[src/rtl/fp_pack_round.sv]
// FP32 result packer: normalizes an extended mantissa one bit per cycle, rounds to
// nearest-even and packs sign/exponent/fraction into an IEEE-754 single word.
module fp_pack_round #(
    parameter int MANT_W = 28,
    parameter int EXP_W  = 10
) (
    input  logic              clk,
    input  logic              rst,
    input  logic              in_valid,
    output logic              in_ready,
    input  logic              sign_in,
    input  logic [EXP_W-1:0]  exp_in,
    input  logic [MANT_W-1:0] mant_in,
    input  logic              zero_in,
    output logic              out_valid,
    input  logic              out_ready,
    output logic [31:0]       result,
    output logic              overflow,
    output logic              underflow
);
    localparam int XW  = EXP_W + 1;
    localparam int HID = MANT_W - 2;
    localparam logic signed [XW-1:0] EXP_ONE  = XW'(1);
    localparam logic signed [XW-1:0] EXP_ZERO = '0;
    localparam logic signed [XW-1:0] EXP_MAX  = XW'(255);

    typedef enum logic [1:0] {IDLE, NORM, ROUND, DONE} state_t;

    state_t                  state_reg, state_next;
    logic                    sign_reg, sign_next;
    logic signed [XW-1:0]    exp_reg, exp_next;
    logic [MANT_W-1:0]       mant_reg, mant_next;
    logic [31:0]             result_reg, result_next;
    logic                    overflow_reg, overflow_next;
    logic                    underflow_reg, underflow_next;

    // Round-to-nearest-even on the current mantissa; evaluated every cycle, used in ROUND.
    logic                    rnd_up;
    logic [HID-2:0]          rnd_sum;
    logic [HID-3:0]          rnd_mant;
    logic signed [XW-1:0]    rnd_exp;
    logic [MANT_W-1:0]       norm_mant;
    logic signed [XW-1:0]    norm_exp;

    always_comb begin
        rnd_up  = mant_reg[2] & (mant_reg[1] | mant_reg[0] | mant_reg[3]);
        rnd_sum = {1'b0, mant_reg[HID:3]} + {{(HID-2){1'b0}}, rnd_up};
        if (rnd_sum[HID-2]) begin
            rnd_mant = rnd_sum[HID-2:1];
            rnd_exp  = exp_reg + EXP_ONE;
        end else begin
            rnd_mant = rnd_sum[HID-3:0];
            rnd_exp  = exp_reg;
        end
        norm_mant = mant_reg << 1;
        norm_exp  = exp_reg - EXP_ONE;
    end

    always_comb begin
        state_next     = state_reg;
        sign_next      = sign_reg;
        exp_next       = exp_reg;
        mant_next      = mant_reg;
        result_next    = result_reg;
        overflow_next  = overflow_reg;
        underflow_next = underflow_reg;
        case (state_reg)
            IDLE: begin
                if (in_valid) begin
                    sign_next      = sign_in;
                    exp_next       = {exp_in[EXP_W-1], exp_in};
                    mant_next      = mant_in;
                    overflow_next  = 1'b0;
                    underflow_next = 1'b0;
                    if (zero_in || (mant_in == '0)) begin
                        result_next = {sign_in, 31'b0};
                        state_next  = DONE;
                    end else if (mant_in[MANT_W-1]) begin
                        // Carry bit set: shift right, keeping the lost bit in sticky.
                        mant_next  = {1'b0, mant_in[MANT_W-1:2], mant_in[1] | mant_in[0]};
                        exp_next   = {exp_in[EXP_W-1], exp_in} + EXP_ONE;
                        state_next = ROUND;
                    end else if (mant_in[HID]) begin
                        state_next = ROUND;
                    end else begin
                        state_next = NORM;
                    end
                end
            end
            NORM: begin
                mant_next = norm_mant;
                exp_next  = norm_exp;
                if (norm_exp <= EXP_ZERO) begin
                    result_next    = {sign_reg, 31'b0};
                    underflow_next = 1'b1;
                    state_next     = DONE;
                end else if (norm_mant[HID]) begin
                    state_next = ROUND;
                end
            end
            ROUND: begin
                if (rnd_exp >= EXP_MAX) begin
                    result_next   = {sign_reg, 8'hFF, 23'b0};
                    overflow_next = 1'b1;
                end else if (rnd_exp <= EXP_ZERO) begin
                    result_next    = {sign_reg, 31'b0};
                    underflow_next = 1'b1;
                end else begin
                    result_next = {sign_reg, rnd_exp[7:0], rnd_mant[22:0]};
                end
                state_next = DONE;
            end
            DONE: begin
                if (out_ready) begin
                    state_next = IDLE;
                end
            end
            default: state_next = IDLE;
        endcase
    end

    always_ff @(posedge clk) begin
        if (rst) begin
            state_reg     <= IDLE;
            sign_reg      <= 1'b0;
            exp_reg       <= '0;
            mant_reg      <= '0;
            result_reg    <= '0;
            overflow_reg  <= 1'b0;
            underflow_reg <= 1'b0;
        end else begin
            state_reg     <= state_next;
            sign_reg      <= sign_next;
            exp_reg       <= exp_next;
            mant_reg      <= mant_next;
            result_reg    <= result_next;
            overflow_reg  <= overflow_next;
            underflow_reg <= underflow_next;
        end
    end

    assign in_ready  = (state_reg == IDLE);
    assign out_valid = (state_reg == DONE);
    assign result    = result_reg;
    assign overflow  = overflow_reg;
    assign underflow = underflow_reg;

endmodule

[config.mk]
export PLATFORM = sky130hd
export DESIGN_NAME = fp_pack_round
export DESIGN_NICKNAME = d
export VERILOG_FILES = /design/src/rtl/fp_pack_round.sv
export SDC_FILE = /design/constraint.sdc
export NUM_CORES = 1
export LEC_CHECK = 0
export ABC_AREA = 1
export BUFFER_PORTS_ARGS = -buffer_cell sky130_fd_sc_hd__buf_4
export CELL_PAD_IN_SITES_DETAIL_PLACEMENT = 0
export CELL_PAD_IN_SITES_GLOBAL_PLACEMENT = 2
export CORE_UTILIZATION = 31
export CTS_CLUSTER_SIZE = 25
export DETAILED_ROUTE_END_ITERATION = 10
export HOLD_SLACK_MARGIN = 0.1
export PLACE_DENSITY_LB_ADDON = 0.08
export SLEW_MARGIN = 15
export SYNTH_ARGS = -nofsm -noshare
export SYNTH_HDL_FRONTEND = slang
export SYNTH_SLANG_ARGS = --single-unit
[constraint.sdc]
create_clock -name clk -period 2.6 [get_ports clk]
set_input_delay 0.52 -clock clk [delete_from_list [all_inputs] [get_ports clk]]
set_output_delay 0.52 -clock clk [all_outputs]
set_load 0.02 [all_outputs]
# Word level (Yosys, flattened, before mapping)
# Cells that the tools add are included.
[totals]
register_bits = 75
latch_bits = 0
mem_bits_rw = 0
romBits = 0
mem_count = 0
[classes]
add_sub_neg = 4
mul = 0
n_div = 0
order_cmp = 3
n_eq_ne = 11
shifts = 0
n_mux = 31
bitwise_logic = 4
reduce_logical = 12
[op_table]
columns = ["operator", "count"]
rows = [
  ["$mux 32", 3],
  ["$pmux 32 s3", 1],
  ["$mux 27", 3],
  ["$mux 31", 2],
  ["$pmux 27 s2", 1],
  ["$mux 11", 4],
  ["$logic_not 28->1", 1],
  ["$add 24x1->25", 1],
  ["$mux 23", 1],
  ["$le 11x1->1 const B", 2],
  ["$pmux 11 s2", 1],
  ["$mux 2", 7],
  ["$add 10x2->11 const B", 1],
  ["$add 11x2->11 const B", 1],
  ["$ge 11x9->1 const B", 1],
  ["$sub 11x2->11 const B", 1],
  ["$ne 2x2->1 const B", 5],
  ["$pmux 2 s4", 1],
  ["$reduce_and 3->1", 2],
  ["$mux 1", 5],
  ["$reduce_and 5->1", 1],
  ["$eq 2x2->1 const B", 2],
  ["$ne 2x1->1 const B", 2],
  ["$reduce_and 2->1", 2],
  ["other kinds (11)", 14],
]

# Logic depth before layout (Yosys ltp)
# Gate-level depths: netlist (run 1).
[logic_depth]
word_depth = 9
mapped_depth = 19

# Worst setup path after synthesis (run 1)
# No wires, ideal clock.
[synth_timing]
path_type = "register to register"
from = "register exp_reg[0]"
to = "register result_reg[31], in the netlist result[31]"
setup_ns = 0.129
arrival_ns = 2.264
slack_ns = 0.207
path_stages_with_launch = 16
n_path_buf = 3
cell_sequence = "dfxtp_1 > buf_2 > inv_2 > ha_1 > inv_1 > nor2_1 > nand3_1 > nor2_1 > nand3_1 > xor2_1 > nand3_1 > nand3_2 > inv_2 > buf_2 > buf_2 > a21oi_1"
[synth_between]
elab_chain_len = 4
[synth_rtl]
columns = ["element", "line_no", "source"]
rows = [
  ["start: declaration", "31", "logic signed [XW-1:0] exp_reg, exp_next;"],
  ["start signal: assignment", "134", "exp_reg <= exp_next;"],
  ["$sub 11x2->11", "56", "norm_exp = exp_reg - EXP_ONE;"],
  ["$le 11x1->1", "93", "if (norm_exp <= EXP_ZERO) begin"],
  ["$ne 2x2->1 (no source line)", "-", ""],
  ["$reduce_and 4->1 (no source line)", "-", ""],
  ["end signal: assignment", "136", "result_reg <= result_next;"],
  ["end: declaration", "33", "logic [31:0] result_reg, result_next;"],
]
# No other way between the ends.
# A chain may end at the register's enable or synchronous reset.

# Worst setup path in the final report (run 1)
[layout_timing]
from = "register mant_reg[2]"
to = "register result_reg[19], in the netlist result[19]"
[layout_between]
elab_chain_len = 7
[layout_rtl]
columns = ["element", "line_no", "source"]
rows = [
  ["start: declaration", "32", "logic [MANT_W-1:0] mant_reg, mant_next;"],
  ["start signal: assignment", "135", "mant_reg <= mant_next;"],
  ["$and 1x1->1 *", "46", "rnd_up = mant_reg[2] & (mant_reg[1] | mant_reg[0] | mant_reg[3]);"],
  ["$add 24x1->25 *", "47", "rnd_sum = {1'b0, mant_reg[HID:3]} + {{(HID-2){1'b0}}, rnd_up};"],
  ["$mux 11", "48", "if (rnd_sum[HID-2]) begin"],
  ["$le 11x1->1", "105", "end else if (rnd_exp <= EXP_ZERO) begin"],
  ["$mux 31", "105", ""],
  ["$mux 31 *", "102", "if (rnd_exp >= EXP_MAX) begin"],
  ["$pmux 32 s3 *", "67", "case (state_reg)"],
]
# Mark *: on every way between the ends. The rest lies on a longest branch, timed or not.

==> results of run 1 <==
-- per-stage QoR --
stage                     TNS (ps)  total power [mW]
final                            0             7.320
after global routing        -250.5             7.919
after CTS                        0             7.235
after detailed placement         0             5.830
after global placement           0             5.829
after floorplan                  0             4.495
-- worst max-delay path, stage by stage, from the launching register on --
cell,delay (ps)
dfxtp_1,350
nand2_2,80
inv_2,70
ha_2,190
nand3_2,100
nor2_2,120
nand2_1,90
inv_2,130
nand2_8,100
nand2_1,80
nand2_1,90
nor2_1,140
nand3_2,100
o21ai_4,270
nor2_8,60
clkbuf_16,180
nand3_2,70
a21oi_2,50
-- cell families after synthesis --
kind of cell / after synthesis / synth area share
and+or+nand+nor: 411 / 0.3474
AOI/OAI and AO/OA: 203 / 0.2130
buffers and inverters: 142 / 0.1046
DFF: 75 / 0.2705
xor gates and xnor gates: 28 / 0.04418
adders and majority gates: 9 / 0.02029
-- placed cells by master, fill, tap and decap left out, drive strengths merged, types with 2 or more instances in the layout --
master,instances
a31oi,4
nand3b,6
xnor2,2
a21oi,85
nor3,10
nor2,108
clkbuf,12
nand3,66
o21ai,78
o211ai,9
buf,124
o22ai,15
o21a,9
nand2,202
bufinv,2
ha,9
nand4,9
nor4,9
xor2,26
clkinv,4
inv,97
dfxtp,75
-- worst paths after layout --
check | cells after the start | slack, ps | from | to
max reg2reg | 17 | 190 | mant_reg[2] | result[19]
min reg2reg | 2 | 460 | sign_reg | sign_reg
max | 17 | 190 | mant_reg[2] | result[19]
min | 2 | 460 | sign_reg | sign_reg
-- what timing repair did --
| action | in CTS | in global routing |
|---|---|---|
| buffers inserted | 0 | 3 |
| setup endpoints to repair | 0 | 32 |
| hold buffers | 0 | 0 |
| resized for setup | 0 | 16 |
-- where the power goes --
| group | switching [mW] | internal, mW | total (mW) | leakage, nW |
|---|---|---|---|---|
| clock network | 0.492 | 0.887 | 1.38 | 0.165 |
| logic | 2.58 | 1.51 | 4.10 | 2.27 |
| registers | 0.329 | 1.52 | 1.84 | 0.615 |
-- final cells by class --
class / instances / area, sq um / area share
Clock inverter: 5 / 75.07 / 0.01069
Clock buffer: 11 / 252.7 / 0.03598
Timing Repair Buffer: 125 / 1018 / 0.1450
Multi-Input combinational cell: 651 / 3527 / 0.5021
Inverter: 98 / 367.9 / 0.05237
Sequential cell: 75 / 1501 / 0.2138
Tap cell: 225 / 281.5 / 0.04008
-- per-layer routing --
layer,share of wire,GRT usage,up-vias
li1,-,-,3031
met1,0.54,0.3077,2556
met2,0.41,0.2786,141
met3,0.040,0.02656,12
met4,0.011,0.05181,0
met5,0,0,-
==> qor.yml, run 1 <==
max_cap_violations: 0
async_flop_share: 0
ys.flop_type: "dfxtp_1"
clk_pin_slew_worst_paths_ps: 60
antenna_cells: 0
grt_overflow: 0
ys_ff_latch: 75
final_hold_viol_count: 0
fin_util: 0.4033
vias_per_cell: 4.824
yosysTopAreaCellShare: 0.2705
ant_nets: 0
start_util: 0.3187
grt_max_degree: 39
clockBufferDepth: 2
path_class: "reg2reg"
grt_pass1_vias: 5297
p_per_area_nw_per_um2: 1042
setup_ws_ps: 194.7
synthCells: 868
vias: 5740
largest_register_ffs: 32
path_max_fanout: 14
io_pins: 80
die_h_um: 135.8
grt_use_total: 0.1982
wire_per_inst_um: 14.81
io_buffers: 79
clock_skew_ps: 5.351
worstSkewPairLatency_ps: 340
drive_gt1_frac: 0.2301
rows: 48
dp_hpwl_um: 13820
startpoint_type: "flop"
hold_class: "reg2reg"
fillers: 1913
yosys.area.top_type: "dfxtp_1"
dp.cells: 1170
finalCriticalPeriod_ps: 2405
synth_common_cells: "nand2_1, nor2_1, inv_1"
ys_seq_area_frac: 0.2705
drt-initial-drc-count: 298
pre_cts_slack_ps: 85.86
final_nets: 1013
clock-sinks: 75
synth-edff-count: 0
antenna_found_initial: 0
drv_slew: 0
hold_slack_ps: 457.3
layout-area-overhead-vs-synth_pct: 26.56
setup_viol_count_final: 0
die_area_sq_um: 18440
drc: 0
tightest_slew_ps: 627.2
syn_avg_cell_area_sq_um: 6.394
post_dp_cell_area_sq_um: 6594
crit_arrival_ps: 2620
worst_setup_path_end_kind: "flop"
status: "completed"
gp_congestion: 0.8546
htree_num_levels: 3
cts_tree: "built"
dr.pass1.iters: 5
fp.dieW_um: 135.8
grt_pass1_wl_um: 28330
synth_nets: 921
synthesis.area_sq_um: 5550
period_share: 0.9251
synth.area.top_cells: "dfxtp_1, nand2_1, nor2_1"
p_leak_nw: 3.052
relSlewSlack: 0.5818
synthDistinctLibCells: 42
worst-endpoint-required_ps: 2820
final_cells: 1190
final_area_sq_um: 7024
drt_wl_total_um: 17630
max_freq_mhz: 415.7
yosys_warnings: 0
root_buffer: "clkbuf_16"
worst_ir_drop_vdd_v: 0.0005005
numCtsBuffers: 9
core-area_sq_um: 17420
yosysMostFrequentCell: "nand2_1"
(Power assumes the default switching activity.)
==> inputs of run 2 (changes only) <==
--- a/config.mk
+++ b/config.mk
@@ -14,6 +14,7 @@
 export DETAILED_ROUTE_END_ITERATION = 10
 export HOLD_SLACK_MARGIN = 0.1
 export PLACE_DENSITY_LB_ADDON = 0.08
+export REMOVE_ABC_BUFFERS = 1
 export SLEW_MARGIN = 15
 export SYNTH_ARGS = -nofsm -noshare
 export SYNTH_HDL_FRONTEND = slang
==> qor.yml, run 2 (synthesis results as in run 1) <==
path_class: "reg2reg"
hold_slack_ps: 455.3
final_nets: 1021
swShare: 0.4593
io_buffers: 79
finalCriticalPeriod_ps: 2417
core-area_sq_um: 17420
relSlewSlack: 0.6048
ant_nets: 0
grt_max_degree: 44
internal_power_mw: 3.975
worstReg2RegEnd: "result[8]"
dp_hpwl_um: 13490
die_area_sq_um: 18440
path_max_fanout: 13
grt_pass1_vias: 5195
fin_util: 0.4071
clock_skew_ps: 8.599
wire_per_inst_um: 14.70
critPathCapture: "result[8]"
r2r_slack_ps: 180
worstRegToRegCells: 17
final_common_cell: "nand2_1"
status: "completed"
cts_tree: "built"
rows: 48
die_h_um: 135.8
p_sw_mw: 3.376
max_cap_violations: 0
clockBufferDepth: 2
max_freq_mhz: 413.8
seqPwrFrac: 0.250
worst_ir_drop_vdd_v: 0.0004165
drt_wl_total_um: 17600
vias_per_cell: 4.772
timing.rr.start: "mant_reg[3]"
min_from: "sign_reg"
worst_setup_path_end_kind: "flop"
start_util: 0.3187
crit_arrival_ps: 2690
gp_congestion: 0.8315
hold_class: "reg2reg"
grt_use_total: 0.1961
grt_pass1_wl_um: 28070
clock-sinks: 75
drv_slew: 0
startpoint_type: "flop"
vias: 5712
clkPwrFrac: 0.182
antenna_cells: 0
drc: 0
worstSkewPairLatency_ps: 340
drt-initial-drc-count: 317
final_cell_mix: "nand2_1, buf_4, nor2_1, inv_1, dfxtp_1"
setup_viol_count_final: 0
tightest_slew_ps: 590.6
dr.pass1.iters: 4
p_per_area_nw_per_um2: 1037
clk_pin_slew_worst_paths_ps: 60
p_leak_nw: 3.085
antenna_found_initial: 0
htree_num_levels: 3
setup_ws_ps: 183.4
io_pins: 80
fp.dieW_um: 135.8
power.total_mw: 7.351
grt_overflow: 0
combPwrFrac: 0.568
numCtsBuffers: 9
root_buffer: "clkbuf_16"
worst-endpoint-required_ps: 2870
pre_cts_slack_ps: 82.25
final_hold_viol_count: 0
period_share: 0.9295
cp-startpoint: "mant_reg[3]"
layout-area-overhead-vs-synth_pct: 27.75
drive_gt1_frac: 0.2305
largest_register_ffs: 32
hold_buffers: 0
==> run 2: stage by stage <==
step / std cells / instance area [sq um] / setup TNS [ps]
4_1_cts: 1190 / 6954 / 0
3_3_place_gp: 1175 / 6644 / 0
3_5_place_dp: 1175 / 6644 / 0
6_report: 1197 / 7091 / 0
5_1_grt: 1197 / 7091 / -4.454
2_1_floorplan: 824 / 5338 / -23800
==> run 2: final cells by class <==
type,instances,area [sq um]
Timing Repair Buffer,133,1109
Clock buffer,13,250.2
Fill cell,1915,10330
Inverter,98,370.4
Tap cell,225,281.5
Clock inverter,2,60.06
Multi-Input combinational cell,651,3517
Sequential cell,75,1503
==> run 2: worst min path at each step <==
stage	slack [ps]	cells past startpoint	endpoint
floorplan	430	2	sign_reg
global placement	450	2	sign_reg
detailed placement	450	2	sign_reg
CTS	460	2	sign_reg
global route	490	2	result[27]
finish	460	2	sign_reg
==> run 2: power by group through the flow <==
stage / logic, mW / clock network (mW) / registers (mW)
finish: 4.17 / 1.34 / 1.84
global route: 4.65 / 1.42 / 1.90
CTS: 4.03 / 1.37 / 1.83
detailed placement: 4.01 / 0 / 1.85
global placement: 4.01 / 0 / 1.85
floorplan: 2.32 / 0 / 2.00
==> run 2: timing repair <==
item / CTS / global route
endpoints found under the hold margin: 0 / 0
gates resized for setup: 0 / 14
setup buffers: 0 / 5
setup endpoints to repair: 0 / 33
==> run 2: critical path, cell delays in order (launching register included) <==
cell and delay, ps:
dfxtp_1 340, nand2_2 80, inv_2 70, ha_2 190, nand3_2 100, nor2_2 130, nand2_1 90, inv_2 130
nand2_8 100, nand2_1 80, nand2_1 80, nor2_4 130, and2_4 170, o21ai_4 90, nor2_8 180, clkbuf_16 190
nand3_2 70, a21oi_2 120
==> run 2: per-layer routing <==
layer,wire length (um),vias up,global-route usage
li1,-,3040,-
met1,9778,2546,0.3138
met2,7007,115,0.2659
met3,622,11,0.02207
met4,189,0,0.05431
met5,0,-,0
==> inputs of run 3 (changes only) <==
--- a/config.mk
+++ b/config.mk
@@ -6,13 +6,12 @@
 export NUM_CORES = 1
 export LEC_CHECK = 0
 export ABC_AREA = 1
-export BUFFER_PORTS_ARGS = -buffer_cell sky130_fd_sc_hd__buf_4
+export BUFFER_PORTS_ARGS = -buffer_cell sky130_fd_sc_hd__clkbuf_2
 export CELL_PAD_IN_SITES_DETAIL_PLACEMENT = 0
 export CELL_PAD_IN_SITES_GLOBAL_PLACEMENT = 2
 export CORE_UTILIZATION = 31
 export CTS_CLUSTER_SIZE = 25
 export DETAILED_ROUTE_END_ITERATION = 10
-export HOLD_SLACK_MARGIN = 0.1
 export PLACE_DENSITY_LB_ADDON = 0.08
 export REMOVE_ABC_BUFFERS = 1
 export SLEW_MARGIN = 15
==> qor.yml, run 3 (synthesis results as in run 1) <==
root_buffer: "clkbuf_16"
start_util: 0.3187
htree_num_levels: 3
swShare: 0.4864
drv_slew: 0
numCtsBuffers: 9
combPwrFrac: 0.581
grt_pass1_vias: 5239
drc: 0
fp.dieW_um: 135.8
r2r_slack_ps: 150
rows: 48
vias: 5826
max_cap_violations: 0
worst_ir_drop_vdd_v: 0.0005904
gp_congestion: 0.8143
clockBufferDepth: 2
final_nets: 1022
wl_met2_um: 7379
largest_register_ffs: 32
wire_per_inst_um: 15.20
drive_gt1_frac: 0.2361
routed.top_layer: "met4"
layout-area-overhead-vs-synth_pct: 24.14
grt_overflow: 0
dr.pass1.iters: 5
dp_hpwl_um: 13850
relSlewSlack: 0.6706
grt_max_degree: 44
path_class: "reg2reg"
core-area_sq_um: 17420
clkPwrFrac: 0.162
p_per_area_nw_per_um2: 1043
drt-initial-drc-count: 312
post_dp_cell_area_sq_um: 6414
cts_tree: "built"
final_area_sq_um: 6890
io_buffers: 79
die_h_um: 135.8
critPathCapture: "result[2]"
grt_use_total: 0.1962
antenna_cells: 0
hold_slack_ps: 461.4
worstRegToRegCells: 17
hold_class: "reg2reg"
clock-sinks: 75
antenna_found_initial: 0
met3_length_um: 690
path_max_fanout: 14
startpoint_type: "flop"
finalCriticalPeriod_ps: 2445
min_from: "sign_reg"
ant_nets: 0
p_sw_mw: 3.496
seqPwrFrac: 0.257
final_common_cell: "nand2_1"
setup_viol_count_final: 0
worstSkewPairLatency_ps: 350
internal_power_mw: 3.691
period_share: 0.9404
worstReg2RegEnd: "result[2]"
io_pins: 80
clk_pin_slew_worst_paths_ps: 60
vias_per_cell: 4.859
drt_wl_total_um: 18230
p_leak_nw: 3.028
status: "completed"
crit_arrival_ps: 2730
worst-endpoint-required_ps: 2880
final_hold_viol_count: 0
cp-startpoint: "mant_reg[2]"
timing.rr.start: "mant_reg[2]"
final_cell_mix: "nand2_1, nor2_1, inv_1, clkbuf_2, dfxtp_1"
tightest_slew_ps: 489.6
grt_pass1_wl_um: 28120
die_area_sq_um: 18440
met1Wirelength_um: 10000
max_freq_mhz: 409.0
worst_setup_path_end_kind: "flop"
clock_skew_ps: 10.26
==> run 3: area by class of cell <==
class | instances | area (sq um)
timing repair buffer | 133 | 923.4
tap | 225 | 281.5
fill | 1963 | 10530
multi-input combinational | 652 | 3540
clock buffer | 9 | 225.2
sequential | 75 | 1505
clock inverter | 7 | 45.04
inverter | 98 | 370.4
==> run 3: repair_timing <==
action | 4_1_cts | 5_1_grt
gates resized for setup | 0 | 20
endpoints found under the setup margin | 0 | 33
hold buffers | 0 | 0
setup buffers | 0 | 4
==> run 3: how the worst min path moves through the flow <==
stage               depth (start not counted)  slack (ps)          to
CTS                                         2         460    sign_reg
detailed placement                          2         450    sign_reg
global placement                            2         450    sign_reg
global route                                2         480  result[24]
floorplan                                   2         430    sign_reg
finish                                      2         460    sign_reg
==> run 3: critical path, stage by stage, from the launching register on <==
cell     delay (ps)
dfxtp_2         340
nand2_2          70
inv_2            90
ha_4            140
nand3_2         100
nor2_2          160
nand2_2          90
inv_4           100
nand2_8          90
nand2_1          80
nand2_1          80
nor2_4          150
and2_4          180
o21ai_4          90
nor2_8          230
buf_12          150
nand3_1          90
a21oi_2         150
==> run 3: power by group through the flow <==
stage	sequential (mW)	combinational, mW	clock [mW]
floorplan	2.00	2.32	0
global placement	1.85	3.86	0
detailed placement	1.86	3.86	0
CTS	1.83	3.88	1.20
global route	1.89	4.61	1.25
finish	1.84	4.18	1.17
==> run 3: per-layer routing <==
| layer | track usage | vias to the layer above |
|---|---|---|
| met1 | 0.3073 | 2623 |
| li1 | - | 3062 |
| met2 | 0.2752 | 129 |
| met3 | 0.03030 | 12 |
| met4 | 0.03870 | 0 |
| met5 | 0 | - |
==> run 3: stage by stage <==
| stage | power (mW) | TNS, ps | cells | utilization | worst slack [ps] |
|---|---|---|---|---|---|
| 3_3_place_gp | 5.709 | 0 | 1174 | 0.3682 | 110.9 |
| 2_1_floorplan | 4.317 | -23800 | 824 | - | -1122 |
| 5_1_grt | 7.758 | -4.053 | 1199 | 0.3956 | -4.053 |
| 4_1_cts | 6.906 | 0 | 1190 | 0.3838 | 9.125 |
| 3_5_place_dp | 5.716 | 0 | 1174 | 0.3682 | 6.255 |
| 6_report | 7.187 | 0 | 1199 | 0.3956 | 155.0 |
